===== src/rtl/tap_driver.sv =====
// TAP initiator: serialises RESET / SHIFT / IDLE_CLOCKS commands onto tck/tdi/trstb
// and returns the captured tdo stream and tde count as a one-cycle response.
module tap_driver #(
    parameter int unsigned CLK_DIV      = 4,
    parameter int unsigned RESET_CYCLES = 8
) (
    input  logic        gclk,
    input  logic        gclk_rstb,
    input  logic        cmd_valid,
    output logic        cmd_ready,
    input  logic [1:0]  cmd_op,
    input  logic [4:0]  cmd_len,
    input  logic [15:0] cmd_data,
    output logic        rsp_valid,
    output logic        rsp_err,
    output logic [15:0] rsp_data,
    output logic [4:0]  rsp_tde_cnt,
    output logic        tck,
    output logic        trstb,
    output logic        tdi,
    input  logic        tdo,
    input  logic        tde
);

    localparam int unsigned PH_W    = (CLK_DIV > 1) ? $clog2(CLK_DIV) : 1;
    localparam int unsigned RST_LEN = 2 * CLK_DIV * RESET_CYCLES;
    localparam int unsigned RC_W    = $clog2(RST_LEN + 1);

    // HIGH is the only encoding with bit 2 set, so tck comes straight off a state flop.
    typedef enum logic [2:0] {
        IDLE = 3'b000,
        RST  = 3'b001,
        LOW  = 3'b010,
        DONE = 3'b011,
        HIGH = 3'b110
    } state_t;

    typedef enum logic [1:0] {
        OP_RESET       = 2'd0,
        OP_SHIFT       = 2'd1,
        OP_IDLE_CLOCKS = 2'd2,
        OP_RSVD        = 2'd3
    } op_t;

    state_t            state;
    state_t            state_nx;
    op_t               op_in;
    op_t               op_q;
    logic              live;
    logic              err_q;
    logic              trstb_q;
    logic [4:0]        len_q;
    logic [15:0]       cnt_q;
    logic [15:0]       shreg;
    logic [PH_W-1:0]   ph;
    logic [4:0]        bitcnt;
    logic [15:0]       per;
    logic [RC_W-1:0]   rcnt;
    logic [15:0]       rdata_q;
    logic [4:0]        tde_cnt_q;
    logic              accept;
    logic              cmd_bad;
    logic              phase_end;
    logic              last_period;
    logic              rst_end;

    assign op_in       = op_t'(cmd_op);
    assign accept      = cmd_valid && cmd_ready;
    assign cmd_bad     = (op_in == OP_RSVD) ||
                         ((op_in == OP_SHIFT) && ((cmd_len == 5'd0) || (cmd_len > 5'd16)));
    assign phase_end   = (ph == PH_W'(CLK_DIV - 1));
    assign rst_end     = (rcnt == RC_W'(RST_LEN - 1));
    assign last_period = (op_q == OP_SHIFT) ? (bitcnt == (len_q - 5'd1))
                                            : (per == (cnt_q - 16'd1));

    always_ff @(posedge gclk) begin
        if (!gclk_rstb) begin
            state <= IDLE;
        end else begin
            state <= state_nx;
        end
    end

    always_comb begin
        state_nx = state;
        case (state)
            IDLE, DONE: begin
                state_nx = IDLE;
                if (accept) begin
                    if (cmd_bad) begin
                        state_nx = DONE;
                    end else begin
                        case (op_in)
                            OP_RESET:       state_nx = RST;
                            OP_SHIFT:       state_nx = LOW;
                            OP_IDLE_CLOCKS: state_nx = (cmd_data == 16'd0) ? DONE : LOW;
                            default:        state_nx = DONE;
                        endcase
                    end
                end
            end
            RST:     if (rst_end) state_nx = DONE;
            LOW:     if (phase_end) state_nx = HIGH;
            HIGH:    if (phase_end) state_nx = last_period ? DONE : LOW;
            default: state_nx = IDLE;
        endcase
    end

    // Payload is left-aligned so tdi is always shreg[15]; it drains to zero after the last bit.
    always_ff @(posedge gclk) begin
        if (!gclk_rstb) begin
            live      <= 1'b0;
            op_q      <= OP_RESET;
            err_q     <= 1'b0;
            trstb_q   <= 1'b0;
            len_q     <= '0;
            cnt_q     <= '0;
            shreg     <= '0;
            ph        <= '0;
            bitcnt    <= '0;
            per       <= '0;
            rcnt      <= '0;
            rdata_q   <= '0;
            tde_cnt_q <= '0;
        end else begin
            live <= 1'b1;
            if (accept) begin
                op_q      <= op_in;
                len_q     <= cmd_len;
                cnt_q     <= cmd_data;
                err_q     <= cmd_bad;
                rdata_q   <= '0;
                tde_cnt_q <= '0;
                ph        <= '0;
                bitcnt    <= '0;
                per       <= '0;
                rcnt      <= '0;
                shreg     <= ((op_in == OP_SHIFT) && !cmd_bad) ? (cmd_data << (5'd16 - cmd_len)) : '0;
                if ((op_in == OP_RESET) && !cmd_bad) begin
                    trstb_q <= 1'b0;
                end
            end else begin
                case (state)
                    RST: begin
                        rcnt <= rcnt + RC_W'(1);
                        if (rst_end) begin
                            trstb_q <= 1'b1;
                        end
                    end
                    LOW: begin
                        ph <= phase_end ? '0 : ph + PH_W'(1);
                    end
                    HIGH: begin
                        if (phase_end) begin
                            ph <= '0;
                            if (op_q == OP_SHIFT) begin
                                rdata_q   <= {rdata_q[14:0], tdo};
                                tde_cnt_q <= tde_cnt_q + {4'd0, tde};
                                shreg     <= {shreg[14:0], 1'b0};
                                bitcnt    <= bitcnt + 5'd1;
                            end else begin
                                per <= per + 16'd1;
                            end
                        end else begin
                            ph <= ph + PH_W'(1);
                        end
                    end
                    default: begin
                    end
                endcase
            end
        end
    end

    always_comb begin
        cmd_ready   = live && ((state == IDLE) || (state == DONE));
        rsp_valid   = (state == DONE);
        rsp_err     = (state == DONE) && err_q;
        rsp_data    = rdata_q;
        rsp_tde_cnt = tde_cnt_q;
        tck         = state[2];
        tdi         = shreg[15];
        trstb       = trstb_q;
    end

endmodule


===== config.mk =====
export PLATFORM = sky130hd
export DESIGN_NAME = tap_driver
export DESIGN_NICKNAME = d
export VERILOG_FILES = /design/src/rtl/tap_driver.sv
export SDC_FILE = /design/constraint.sdc
export NUM_CORES = 1
export LEC_CHECK = 0
export CAP_MARGIN = 10
export CORE_ASPECT_RATIO = 0.5
export CORE_MARGIN = 8
export CORE_UTILIZATION = 30
export DETAILED_ROUTE_END_ITERATION = 10
export PLACE_DENSITY = 0.52
export SYNTH_ARGS = -nofsm -noshare
export SYNTH_HDL_FRONTEND = slang
export SYNTH_SLANG_ARGS = --single-unit

===== constraint.sdc =====
create_clock -name gclk -period 4.95 [get_ports gclk]
set_clock_uncertainty 0.15 [all_clocks]
set_input_delay 0.495 -clock gclk [delete_from_list [all_inputs] [get_ports gclk]]
set_output_delay 0.495 -clock gclk [all_outputs]
set_load 0.02 [all_outputs]

==> key figures <==
GRT
  – Total gr overflow: 0
  – Vias in the first global route: about 4300
  – Largest net degree at the start of global routing: 47
  – Global Route Usage Sum: roughly an eighth
  – Global-route wire length before repair: 21770 um
  – Initial antenna violation count: 0

Synthesis
  – Asr flop ratio synth: 0%
  – Syn avg cell area: about 8 um^2
  – Area leader, netlist: dfxtp_1
  – Synth Warn #: 0
  – Synth area leaders: dfxtp_1 (37%), nand2_1 (9.0%), o21ai_0 (5.0%)
  – Seq/Total Area, Yosys: between 30% and 40%
  – Most numerous cell in the Yosys netlist: nand2_1
  – Post-Syn Area: a little over 0.005 mm^2
  – Post-Syn Instances: 663
  – Distinct cells, synth: 53
  – Top cells by count, synth: nand2_1 (124), dfxtp_1 (96), nor2_1 (52), o21ai_0 (52), a21oi_1 (51)
  – #FFs+latches synth: 96
  – Syn nets: 700
  – Most used DFF post-synth: dfxtp_1
  – EDFF count, synth: 0
  – Yosys top cell area share: between 30% and 40%

Cells and area
  – Diodes inserted: 0
  – Area growth, synth to finish: 19.85%
  – Filler Cells Inserted: ~1800
  – Reg area: roughly 0.0019 mm^2
  – Final #Nets: 733
  – Layout cell share with drive strength beyond 1: around 5.4%
  – Multi-input logic area: just over 0.003 mm^2

Placed design
  – GPL Wtd Cong: 0.8637
  – Port-buffer cells: 54
  – Dpl hpwl: just over 9000 um
  – Post-place setup slack: 1.227 ns

Route
  – DR DRC count: 0
  – Wire per inst: between 10 and 15 um
  – DRT iter0 DRCs: around 270
  – Vias: 4589
  – Detail Route Antenna Nets: 0
  – WL final: around 13000 um
  – Via density: 4.908
  – DR pass1 iterations: 5

Floorplanning
  – # IOs: 55
  – Effective utilization at floorplan: between 30% and 40%
  – Chip width: 201.9 um
  – FP Rows: 34
  – Die height: 108.9 um
  – Core ar.: between 0.015 and 0.02 mm^2
  – Die ar.: between 0.02 and 0.025 mm^2

Hold path
  – Hold Crit Class: flip-flop to flip-flop
  – Hold Crit Start: rsp_data[15]$_SDFFE_PP0P_
  – Hold Crit Depth: 2
  – Hold EP: rsp_data[15]$_SDFFE_PP0P_

Clock tree
  – Clk pin slew, worst setup/hold paths: about 0.080 ns
  – TritonCTS clock tree: done
  – Hold Buf Count CTS: 0
  – H-Tree Depth: 3
  – Setup Buffers After CTS: 0
  – CTS buffer count: 9
  – TritonCTS Sinks: between 90 and 100
  – CTS Buffer Depth: 2
  – Worst-skew pair later-pin latency: ~0.35 ns
  – Root Buffer: clkbuf_16
  – Post_cts resized: 0

STA
  – Final worst-path cycle share: 68.47%
  – Actual slew at the worst max-slew pin: ~0.9 ns
  – Final TNS setup: 0 ns
  – Setup ws final: approximately 1.6 ns
  – Hold Vio Cnt, Final: 0
  – Max Clock Freq: 0.2951 GHz
  – Slew Limit Fails: 0
  – Min Tclk post-route: 3.389 ns
  – Final setup fails: 0
  – Unrepaired setup endpoints after global routing: no
  – Worst slew margin: around 40%

Worst setup path
  – Worst R2R Setup Slack: 2.10 ns
  – Largest stage delay on the critical path: slightly below 0.9 ns
  – Slowest CP cell: ha_1
  – Peak fanout along the critical path: 23
  – Critical Path RT: around 5.0 ns
  – CP Cell Sequence: clkdlybuf4s50_1 > buf_4 > inv_1 > ha_1 > mux2_2 > o21ai_0 > mux2_2 > nor2_1 > o21ai_0 > a21oi_1
  – CP Class: input pin to flip-flop
  – R2R cell count: 6
  – Worst r2r dst: per[6]$_SDFFE_PP0P_
  – Worst reg2reg startpoint: state[0]$_SDFFE_PN0P_
  – Worst setup EP type: flip-flop
  – Crit start category: input pin
  – Arrival @ worst endpoint: approximately 3.5 ns

Run
  – Max-cap viol count: 0

Pwr
  – Worst VDD drop: between 0.1 and 0.15 mV
  – Combinational power share: ~14%
  – Pleak: between 2 and 2.5 nW
  – Clk pwr share: approximately 39%
  – Sequential Power Share: 46.5%
  – Switching part of the total power: between 20% and 30%
  – PwrDens: 280.4 mW/mm^2
  – P_sw: 0.4907 mW
  – Pint: 1.251 mW

Run status
  – Outcome: finished clean
worst max path at each step:
stage / from / to / cells past startpoint
global route: cmd_len[0] / shreg[10]$_SDFFE_PN0P_ / 10
detailed placement: cmd_len[0] / shreg[10]$_SDFFE_PN0P_ / 10
floorplan: cmd_len[0] / shreg[13]$_SDFFE_PN0P_ / 11
finish: cmd_len[0] / shreg[10]$_SDFFE_PN0P_ / 10
global placement: cmd_len[0] / shreg[10]$_SDFFE_PN0P_ / 10
CTS: cmd_len[0] / shreg[10]$_SDFFE_PN0P_ / 10
kinds of logic (layout without fill, tap and decap cells):
logic type | Yosys count | in the layout | synth area share, %
AOI/OAI and AO/OA | 161 | 161 | 19.27
xor gates and xnor gates | 50 | 50 | 8.452
adders and majority gates | 9 | 9 | 2.173
buffers and inverters | 50 | 88 | 3.695
DFF | 96 | 96 | 37.09
muxes | 21 | 21 | 4.395
and+or+nand+nor | 276 | 276 | 24.92
through the flow:
| step | cells | instance area (um^2) | utilization [%] | hold slack (ns) | power, mW |
|---|---|---|---|---|---|
| detailed placement | 919 | 5921 | 34.54 | 0.3011 | 1.077 |
| floorplan | 663 | 5181 | - | 0.2976 | 0.9989 |
| finish | 935 | 6210 | 36.22 | 0.3076 | 1.741 |
| global placement | 919 | 5921 | 34.54 | 0.2967 | 1.077 |
| global route | 935 | 6210 | 36.22 | 0.3387 | 1.834 |
| CTS | 935 | 6210 | 36.22 | 0.3128 | 1.774 |
cells in the final DEF (no fill, tap or decap), drive strengths merged, types with 14 or more instances in the layout:
cell type,n
nand2,126
dfxtp,96
clkdlybuf4s50,54
nor2,52
o21ai,52
a21oi,51
xor2,27
a21boi,24
xnor2,23
nand3,22
mux2i,16
nor3,14
nand4,14
metal layers:
layer  vias up  part of all wire [%]  track usage (%)
met5         -                     0                0
met4         0                   1.3            3.733
met3        15                   3.4            2.758
met2        68                    45            19.33
met1      2125                    50            15.87
li1       2381                     -                -
power groups by stage:
stage / Clock [mW] / Combinational (mW) / Sequential [mW]
2_1_floorplan: 0 / 0.178 / 0.821
3_3_place_gp: 0 / 0.251 / 0.827
3_5_place_dp: 0 / 0.250 / 0.827
4_1_cts: 0.713 / 0.252 / 0.809
5_1_grt: 0.742 / 0.280 / 0.812
6_report: 0.681 / 0.251 / 0.809
area by class of cell:
class | instances | area share, %
clock inverters | 7 | 1.028
well taps | 234 | 4.715
flip-flops and latches | 96 | 30.95
multi-input cells | 517 | 49.41
repair buffers | 62 | 9.672
inverters | 10 | 0.6045
clock buffers | 9 | 3.627
state kept, by name, indices dropped and copies added (netlist names), 5 cells and up:
register	cells
bitcnt	5
per	16
len_q	5
rsp_tde_cnt	5
rsp_data	16
shreg	16
cnt_q	16
rcnt	7
worst max-delay path, delay by kind of cell:
family / cells / cell delay [ns]
multiplexers: 2 / 0.62
buffers and inverters: 3 / 0.93
AO/OA/AOI/OAI: 3 / 0.51
AND/OR/NAND/NOR: 1 / 0.04
adder cells (fa/ha/maj): 1 / 0.87
Note: power is estimated with default switching activity, not from simulation.
